<file path="config.mk">
export PLATFORM = sky130hd
export DESIGN_NAME = mmio_uart_ctrl
export DESIGN_NICKNAME = d
export VERILOG_FILES = /design/src/rtl/mmio_uart_ctrl.sv
export SDC_FILE = /design/constraint.sdc
export NUM_CORES = 1
export LEC_CHECK = 0
export ABC_CLOCK_PERIOD_IN_PS = 3800
export CORE_ASPECT_RATIO = 0.5
export CORE_MARGIN = 2
export CORE_UTILIZATION = 45
export DETAILED_ROUTE_END_ITERATION = 12
export PLACE_DENSITY = 0.69
export SYNTH_ARGS = -nofsm -noshare
export SYNTH_HDL_FRONTEND = slang
export SYNTH_SLANG_ARGS = --single-unit
</file>
<file path="constraint.sdc">
create_clock -name clk -period 3.8 [get_ports clk]
set_clock_uncertainty 0.15 [all_clocks]
set_input_delay 0.38 -clock clk [delete_from_list [all_inputs] [get_ports clk]]
set_output_delay 0.38 -clock clk [all_outputs]
set_load 0.05 [all_outputs]
</file>
<file path="src/rtl/mmio_uart_ctrl.sv">
// mmio_uart_ctrl
// ---------------------------------------------------------------------------
// Memory-mapped I/O block for the core's MW stage. It decodes the I/O-space
// register offsets, buffers UART traffic in TX/RX FIFOs and, optionally,
// keeps cycle / retired-instruction counters. Load data is registered, which
// gives it the same one-cycle latency as DMEM/BIOS.
//
// Build option: define MMIO_COUNTERS_EN to include the CYCLE/INSTR counters
// and CNTCLR. Without it, 0x10/0x14 read 0, 0x18 writes do nothing and
// inst_retire is ignored. UART/FIFO behaviour is the same in both builds.
//
// Parameters
//   FIFO_DEPTH  entries per FIFO (power of two, >= 2)
//   CNT_W       counter width (1..32), zero-extended on read
//
// Ports
//   clk, rst           clock, synchronous active-high reset
//   req_valid/req_we   access this cycle / 1 = store
//   req_addr           byte offset addr[7:0], word aligned
//   req_wdata          store data
//   rdata              registered load data (valid the cycle after request)
//   inst_retire        one instruction retired this cycle
//   tx_data/tx_valid   TX FIFO head / TX FIFO not empty
//   tx_ready           transmitter accepts the head byte
//   rx_data/rx_valid   byte offered by the receiver
//   rx_ready           RX FIFO not full
//
// Handshake: a byte moves on a rising clk edge exactly when valid && ready
// are both high in the cycle before it; valid never depends on ready, and
// the offering side holds its byte while ready is low.
// ---------------------------------------------------------------------------
module mmio_uart_ctrl #(
   parameter int FIFO_DEPTH = 8,
   parameter int CNT_W      = 32
) (
   input  logic        clk,
   input  logic        rst,
   input  logic        req_valid,
   input  logic        req_we,
   input  logic [7:0]  req_addr,
   input  logic [31:0] req_wdata,
   output logic [31:0] rdata,
   input  logic        inst_retire,
   output logic [7:0]  tx_data,
   output logic        tx_valid,
   input  logic        tx_ready,
   input  logic [7:0]  rx_data,
   input  logic        rx_valid,
   output logic        rx_ready
);

   localparam int AW = $clog2(FIFO_DEPTH);
   localparam int PW = AW + 1;

   localparam logic [7:0] ADDR_STATUS = 8'h00;
   localparam logic [7:0] ADDR_RXDATA = 8'h04;
   localparam logic [7:0] ADDR_TXDATA = 8'h08;
   localparam logic [7:0] ADDR_LEVEL  = 8'h0C;
   localparam logic [7:0] ADDR_CYCLE  = 8'h10;
   localparam logic [7:0] ADDR_INSTR  = 8'h14;
   localparam logic [7:0] ADDR_CNTCLR = 8'h18;

   logic rd_req;
   logic wr_req;

   assign rd_req = req_valid && !req_we;
   assign wr_req = req_valid && req_we;

   // Only the low byte of store data is ever used.
   logic unused_wdata;
   assign unused_wdata = ^req_wdata[31:8];

   // ------------------------------------------------------------------ TX FIFO
   logic [7:0]    tx_mem [FIFO_DEPTH];
   logic [PW-1:0] tx_wp;
   logic [PW-1:0] tx_rp;
   logic [PW-1:0] tx_count;
   logic          tx_full;
   logic          tx_empty;
   logic          tx_push;
   logic          tx_pop;

   assign tx_count = tx_wp - tx_rp;
   assign tx_empty = (tx_wp == tx_rp);
   // Extra pointer bit distinguishes full (wrapped once more) from empty.
   assign tx_full  = (tx_wp[AW] != tx_rp[AW]) && (tx_wp[AW-1:0] == tx_rp[AW-1:0]);
   assign tx_push  = wr_req && (req_addr == ADDR_TXDATA) && !tx_full;
   assign tx_pop   = tx_valid && tx_ready;
   assign tx_valid = !tx_empty;
   // Stale memory contents are masked so tx_data reads 0 while empty.
   assign tx_data  = tx_empty ? 8'h00 : tx_mem[tx_rp[AW-1:0]];

   always_ff @(posedge clk) begin
      if (rst) begin
         tx_wp <= '0;
         tx_rp <= '0;
      end else begin
         if (tx_push) tx_wp <= tx_wp + PW'(1);
         if (tx_pop)  tx_rp <= tx_rp + PW'(1);
      end
   end

   always_ff @(posedge clk) begin
      if (tx_push && !rst) tx_mem[tx_wp[AW-1:0]] <= req_wdata[7:0];
   end

   // ------------------------------------------------------------------ RX FIFO
   logic [7:0]    rx_mem [FIFO_DEPTH];
   logic [PW-1:0] rx_wp;
   logic [PW-1:0] rx_rp;
   logic [PW-1:0] rx_count;
   logic          rx_full;
   logic          rx_empty;
   logic          rx_push;
   logic          rx_pop;
   logic [7:0]    rx_head;
   logic          rx_overflow;

   assign rx_count = rx_wp - rx_rp;
   assign rx_empty = (rx_wp == rx_rp);
   assign rx_full  = (rx_wp[AW] != rx_rp[AW]) && (rx_wp[AW-1:0] == rx_rp[AW-1:0]);
   assign rx_ready = !rx_full;
   assign rx_push  = rx_valid && rx_ready;
   // An RXDATA load on an empty FIFO returns 0 and leaves the pointers alone.
   assign rx_pop   = rd_req && (req_addr == ADDR_RXDATA) && !rx_empty;
   assign rx_head  = rx_mem[rx_rp[AW-1:0]];

   always_ff @(posedge clk) begin
      if (rst) begin
         rx_wp <= '0;
         rx_rp <= '0;
      end else begin
         if (rx_push) rx_wp <= rx_wp + PW'(1);
         if (rx_pop)  rx_rp <= rx_rp + PW'(1);
      end
   end

   always_ff @(posedge clk) begin
      if (rx_push && !rst) rx_mem[rx_wp[AW-1:0]] <= rx_data;
   end

   // Sticky advisory flag: the receiver was refused a byte. A fresh refusal
   // in the same cycle as a STATUS write keeps the flag set, so no event is
   // lost to the clear.
   always_ff @(posedge clk) begin
      if (rst) begin
         rx_overflow <= 1'b0;
      end else if (rx_valid && rx_full) begin
         rx_overflow <= 1'b1;
      end else if (wr_req && (req_addr == ADDR_STATUS)) begin
         rx_overflow <= 1'b0;
      end
   end

   // ----------------------------------------------------------------- counters
   logic [31:0] cyc_ext;
   logic [31:0] ins_ext;

`ifdef MMIO_COUNTERS_EN
   logic [CNT_W-1:0] cyc_cnt;
   logic [CNT_W-1:0] ins_cnt;
   logic             cnt_clr;

   assign cnt_clr = wr_req && (req_addr == ADDR_CNTCLR);

   // Clear has priority over the increment of the same cycle.
   always_ff @(posedge clk) begin
      if (rst || cnt_clr) begin
         cyc_cnt <= '0;
         ins_cnt <= '0;
      end else begin
         cyc_cnt <= cyc_cnt + CNT_W'(1);
         if (inst_retire) ins_cnt <= ins_cnt + CNT_W'(1);
      end
   end

   always_comb begin
      cyc_ext = '0;
      ins_ext = '0;
      cyc_ext[CNT_W-1:0] = cyc_cnt;
      ins_ext[CNT_W-1:0] = ins_cnt;
   end
`else
   logic unused_inst;
   assign unused_inst = inst_retire;
   assign cyc_ext     = '0;
   assign ins_ext     = '0;
`endif

   // ------------------------------------------------------------- read path
   logic [31:0] rd_mux;

   always_comb begin
      rd_mux = '0;
      case (req_addr)
         ADDR_STATUS: rd_mux = {29'b0, rx_overflow, !rx_empty, !tx_full};
         ADDR_RXDATA: rd_mux = rx_empty ? 32'h0 : {24'b0, rx_head};
         ADDR_LEVEL:  rd_mux = {16'b0, 8'(tx_count), 8'(rx_count)};
         ADDR_CYCLE:  rd_mux = cyc_ext;
         ADDR_INSTR:  rd_mux = ins_ext;
         default:     rd_mux = '0;
      endcase
   end

   // rdata only changes on a load; stores and idle cycles hold it.
   always_ff @(posedge clk) begin
      if (rst) begin
         rdata <= '0;
      end else if (rd_req) begin
         rdata <= rd_mux;
      end
   end

endmodule

</file>
==> results of run 1 <==
[through the flow]
stage,utilization [%],total power [mW]
after floorplan,-,2.08
after global placement,51.5,2.12
after detailed placement,51.5,2.13
after CTS,55.5,3.80
after global routing,55.5,3.88
final,55.5,3.77
[power by group through the flow]
stage	clock (mW)	combinational (mW)	sequential [mW]
finish	1.68	0.150	1.94
global route	1.78	0.163	1.94
CTS	1.71	0.151	1.94
detailed placement	0	0.150	1.98
global placement	0	0.147	1.98
floorplan	0	0.103	1.98
[worst paths after layout]
check	from	end	slack, ns	cells past startpoint
min reg2reg	rdata[7]$_SDFFE_PP0P_	rdata[7]$_SDFFE_PP0P_	0.30	2
max	tx_wp[1]$_SDFFE_PP0P_	tx_data[0]	0.63	4
max reg2reg	rx_wp[1]$_SDFFE_PP0P_	rx_mem[5][1]$_DFFE_PP_	1.01	7
min	rdata[7]$_SDFFE_PP0P_	rdata[7]$_SDFFE_PP0P_	0.30	2
[routing by layer]
| layer | GRT usage (%) | part of all wire [%] | vias up |
|---|---|---|---|
| met4 | 5.65 | 1.1 | 0 |
| li1 | - | - | 1715 |
| met2 | 28.0 | 50 | 84 |
| met5 | 0 | 0 | - |
| met3 | 4.08 | 3.9 | 11 |
| met1 | 21.2 | 45 | 1854 |
[flip-flops by register name, summed over array words and instances, names as in the netlist, named ones only]
register / count
rdata: 12
rx_mem: 64
rx_overflow: 1
rx_rp: 4
rx_wp: 4
tx_mem: 64
tx_rp: 4
tx_wp: 4
[worst max-delay path, stage by stage, from the launching register on]
cell,delay [ns]
dfxtp_1,0.54
ha_1,0.32
and4_1,0.35
nor2_1,0.18
clkdlybuf4s50_1,0.83
[Yosys cell counts, types with 2 or more instances]
master,n
a21oi_1,11
a22oi_1,4
and2_1,3
and3_1,3
buf_2,3
buf_4,20
clkbuf_1,11
dfxtp_1,35
edfxtp_1,128
fa_1,2
ha_1,10
inv_1,13
mux2_2,2
mux2i_1,17
mux4_2,32
nand2_1,21
nand2b_1,4
nand3_1,9
nor2_1,42
nor2b_1,2
nor3_1,9
o21ai_0,11
or3_1,4
xnor2_1,10
xor2_1,3
[kinds of logic after synthesis]
| kind of cell | synth area share (%) |
|---|---|
| AOI/OAI and AO/OA | 2.95 |
| xor gates and xnor gates | 1.70 |
| adders and majority gates | 2.46 |
| buffers and inverters | 3.86 |
| DFF | 67.8 |
| muxes | 13.8 |
| other | 0.0559 |
| and+or+nand+nor | 7.43 |
[area by class of cell]
cell class / instances / area (sq um)
multi-input cells: 233 / 1970
repair buffers: 71 / 661
inverters: 13 / 48.8
clock buffers: 18 / 429
fillers: 1131 / 6450
clock inverters: 14 / 153
flip-flops and latches: 163 / 4540
well taps: 198 / 248
==> impl_metrics.yaml, run 1 <==
routing:
  wl_per_cell_microns: 17.1
  num_vias: 3664
  vias_per_cell: 5.16
  dr.pass1.iters: 5
  drtIter0Drc: 225
  drc_errors: 0
  postRouteAntennaNets: 0
  drt_wl_total_microns: 12200
cells_and_area:
  antenna_cells: 0
  final_layout_size_suffix_gt1_share_pct: 17.0
  final_cell_mix: "128 x edfxtp_1, 51 x clkdlybuf4s50_1, 42 x nor2_1, 35 x dfxtp_1, 32 x mux4_2"
  final_cells: 710
  syn_to_final_growth_pct: 20.1
  fin_area_sq_mm: 0.00806
  final_common_cell: "edfxtp_1"
  final_nets: 566
timing:
  setup_viol: 0
  hold_slack_ns: 0.304
  grt_setup_unrepaired: "no"
  fin_setup_tns_ns: 0
  final.setup.worst_slack_ns: 0.631
  report.final.slew_viol_count: 0
  fmax_mhz: 316
  period_share_pct: 83.4
  hold_viol: 0
  worst-slew-pin-transition_ns: 0.756
  slew-limit-headroom_pct: 49.5
  layout_min_cycle_time_ns: 3.17
die:
  rows: 31
  die_h_microns: 90.3
  dieArea_sq_mm: 0.0160
  io_pins: 97
  core_area_sq_mm: 0.0145
  start_util_pct: 46.2
  die_w_microns: 177
global_routing:
  grt_use_total_pct: 16.6
  grt_max_degree: 17
  antenna_found_initial: 0
  overflow: 0
  grt_pass1_vias: 3704
  grt_pass1_wl_microns: 19600
pwr:
  power_frac_seq_pct: 51.4
  switching_share_pct: 21.5
  leakage_nw: 2.63
  worst_ir_drop_vdd_v: 0.000369
  power_switching_mw: 0.812
  power_density_mw_per_mm2: 468
  pwr-share-comb_pct: 4.0
  clkPwrFrac_pct: 44.6
  p_int_mw: 2.96
placed_design:
  place_congestion: 0.754
  dp.cells: 678
  dp_hpwl_microns: 8270
  port-buffer-count: 51
  place_ws_ns: 0.605
  dpl_cell_area_sq_mm: 0.00748
critical_path:
  cp-start-kind: "register"
  crit_arrival_ns: 2.64
  critPathKind: "register to output pin"
  end_kind: "output pin"
  cp_max_fo: 9
  critPathRequiredTime_ns: 3.27
clock_tree:
  cts-root-buf: "clkbuf_16"
  post_cts_buffers: 0
  clk_latency_ns: 0.42
  clk_pin_slew_worst_paths_ns: 0.06
  cts_tree: "done"
  cts_hold_buf: 0
  h-tree-depth: 4
  cts.path.max_buffers: 2
  post_cts_resized: 0
  numCtsBuffers: 17
  clock_sinks: 163
synth:
  synth_cells: 425
  ys_seq_elements: 163
  synth.distinct_cells: 41
  ys_seq_area_share_pct: 67.8
  synth_edf_count: 128
  ys_top_cells_by_area: "edfxtp_1 57%, mux4_2 11%, dfxtp_1 10%"
  synth_top_area_share_pct: 57.3
  ys_warn_count: 0
  synth_ff_type: "edfxtp_1"
  synth.avg_cell_area_sq_um: 15.8
  netlist_area_sq_mm: 0.00671
  async_flop_share_pct: 0
  synth_top_cell_by_area: "edfxtp_1"
hold_path:
  holdCritPathClass: "register to register"
run_status:
  status: "completed"
job:
  cap_violations: 0
No activity file was read; power rests on OpenSTA's default activity.
==> inputs of run 2 (changes only) <==
- ABC_CLOCK_PERIOD_IN_PS: 3800 -> 2550
- PLACE_DENSITY: 0.69 -> 0.72
- clock period: 3.8 -> 2.55 ns (I/O delays scaled with it)
==> impl_metrics.yaml, run 2 (synthesis results as in run 1) <==
run_status:
  status: "completed"
routing:
  postRouteAntennaNets: 0
  vias_per_cell: 5.14
  dr.pass1.iters: 4
  drc_errors: 0
  num_vias: 3720
  wl_per_cell_microns: 17.2
  drtIter0Drc: 221
  drt_wl_total_microns: 12500
placed_design:
  place_ws_ns: -0.301
  dp_hpwl_microns: 8300
  port-buffer-count: 51
  place_congestion: 0.770
  dp.cells: 693
timing:
  hold_slack_ns: 0.300
  setup_viol: 0
  grt_setup_unrepaired: "no"
  period_share_pct: 94.5
  hold_viol: 0
  worst-slew-pin-transition_ns: 0.682
  fmax_mhz: 415
  slew-limit-headroom_pct: 54.5
  report.final.slew_viol_count: 0
  final.setup.worst_slack_ns: 0.141
  layout_min_cycle_time_ns: 2.41
cells_and_area:
  final_layout_size_suffix_gt1_share_pct: 22.1
  seqCellArea_sq_mm: 0.00454
  final_cell_mix: "128 x edfxtp_1, 43 x buf_4, 42 x nor2_1, 41 x clkdlybuf4s50_1, 35 x dfxtp_1"
  antenna_cells: 0
  fillers: 1119
  syn_to_final_growth_pct: 22.7
  final_nets: 581
  final_common_cell: "edfxtp_1"
  final_cells: 724
  multi_input_area_sq_mm: 0.00199
die:
  start_util_pct: 46.2
  core_area_sq_mm: 0.0145
  die_w_microns: 177
  io_pins: 97
  dieArea_sq_mm: 0.0160
  die_h_microns: 90.3
  rows: 31
global_routing:
  grt_pass1_wl_microns: 20100
  overflow: 0
  antenna_found_initial: 0
  grt_use_total_pct: 16.9
  grt_pass1_vias: 3759
  grt_max_degree: 17
clock_tree:
  cts_tree: "done"
  clk_pin_slew_worst_paths_ns: 0.06
  h-tree-depth: 4
  clk_latency_ns: 0.42
  numCtsBuffers: 17
  cts-root-buf: "clkbuf_16"
  clock_sinks: 163
  cts.path.max_buffers: 2
  post_cts_buffers: 0
hold_path:
  hold_depth: 3
  holdCritPathClass: "input port to register"
pwr:
  power_frac_seq_pct: 49.3
  leakage_nw: 2.76
  power_switching_mw: 1.16
  switching_share_pct: 19.9
  clkPwrFrac_pct: 46.7
  power_density_mw_per_mm2: 711
  p_int_mw: 4.69
  worst_ir_drop_vdd_v: 0.000449
  pwr-share-comb_pct: 4.0
critical_path:
  end_kind: "register"
  cp_max_fo: 8
  crit_arrival_ns: 2.38
  cp-start-kind: "input port"
  reg2reg_depth: 8
  critPathRequiredTime_ns: 2.53
  critPathKind: "input port to register"
job:
  cap_violations: 0
[run 2: power by group through the flow]
stage | registers [mW] | clock network (mW) | logic [mW]
2_1_floorplan | 2.94 | 0 | 0.153
3_3_place_gp | 2.94 | 0 | 0.232
3_5_place_dp | 2.94 | 0 | 0.235
4_1_cts | 2.89 | 2.77 | 0.237
5_1_grt | 2.89 | 2.89 | 0.256
6_report | 2.89 | 2.73 | 0.236
[run 2: cell type report]
class / count / share of cell area (%)
clock inverter: 14 / 2.54
sequential: 163 / 55.2
tap: 198 / 3.01
clock buffer: 17 / 5.17
multi-input combinational: 233 / 24.2
inverter: 13 / 0.593
timing repair buffer: 86 / 9.29
[run 2: layer usage]
layer,share of wire [%],GRT usage [%],up-vias
met2,51,28.6,91
met5,0,0,-
met3,3.6,4.59,16
li1,-,-,1748
met4,1.2,5.17,0
met1,44,21.3,1865
[run 2: final timing paths]
check	slack, ns	start	endpoint
setup / recovery	0.14	req_addr[7]	tx_mem[0][1]$_DFFE_PP_
setup reg to reg	0.24	tx_wp[0]$_SDFFE_PP0P_	tx_mem[0][1]$_DFFE_PP_
hold reg to reg	0.31	rdata[5]$_SDFFE_PP0P_	rdata[5]$_SDFFE_PP0P_
hold / removal	0.30	rx_valid	rx_overflow$_SDFFE_PP0P_
[run 2: stage by stage]
stage | util, % | total power [mW] | TNS [ns] | cell area [sq um]
2_1_floorplan | - | 3.10 | -4.33 | 6790
3_3_place_gp | 52.3 | 3.17 | -15.50 | 7590
3_5_place_dp | 52.3 | 3.18 | -17.71 | 7590
4_1_cts | 56.7 | 5.89 | 0 | 8220
5_1_grt | 56.7 | 6.03 | 0 | 8230
6_report | 56.7 | 5.85 | 0 | 8230
[run 2: what timing repair did]
item / CTS / global route
hold buffers: 0 / 0
endpoints found under the hold margin: 0 / 0
setup endpoints to repair: 9 / 5
gates resized for setup: 1 / 2
[run 2: critical path, stage by stage]
cell and delay (ns):
clkdlybuf4s50_1 0.40, or4_4 0.54, or3_4 0.40, nor3_4 0.20
nand2_1 0.17, nor3_1 0.19, buf_4 0.22
==> inputs of run 3 (changes only) <==
- CTS_CLUSTER_DIAMETER: not set -> 50
==> results of run 3 <==
No change in the layout: final DEF, timing and power equal those of run 2.
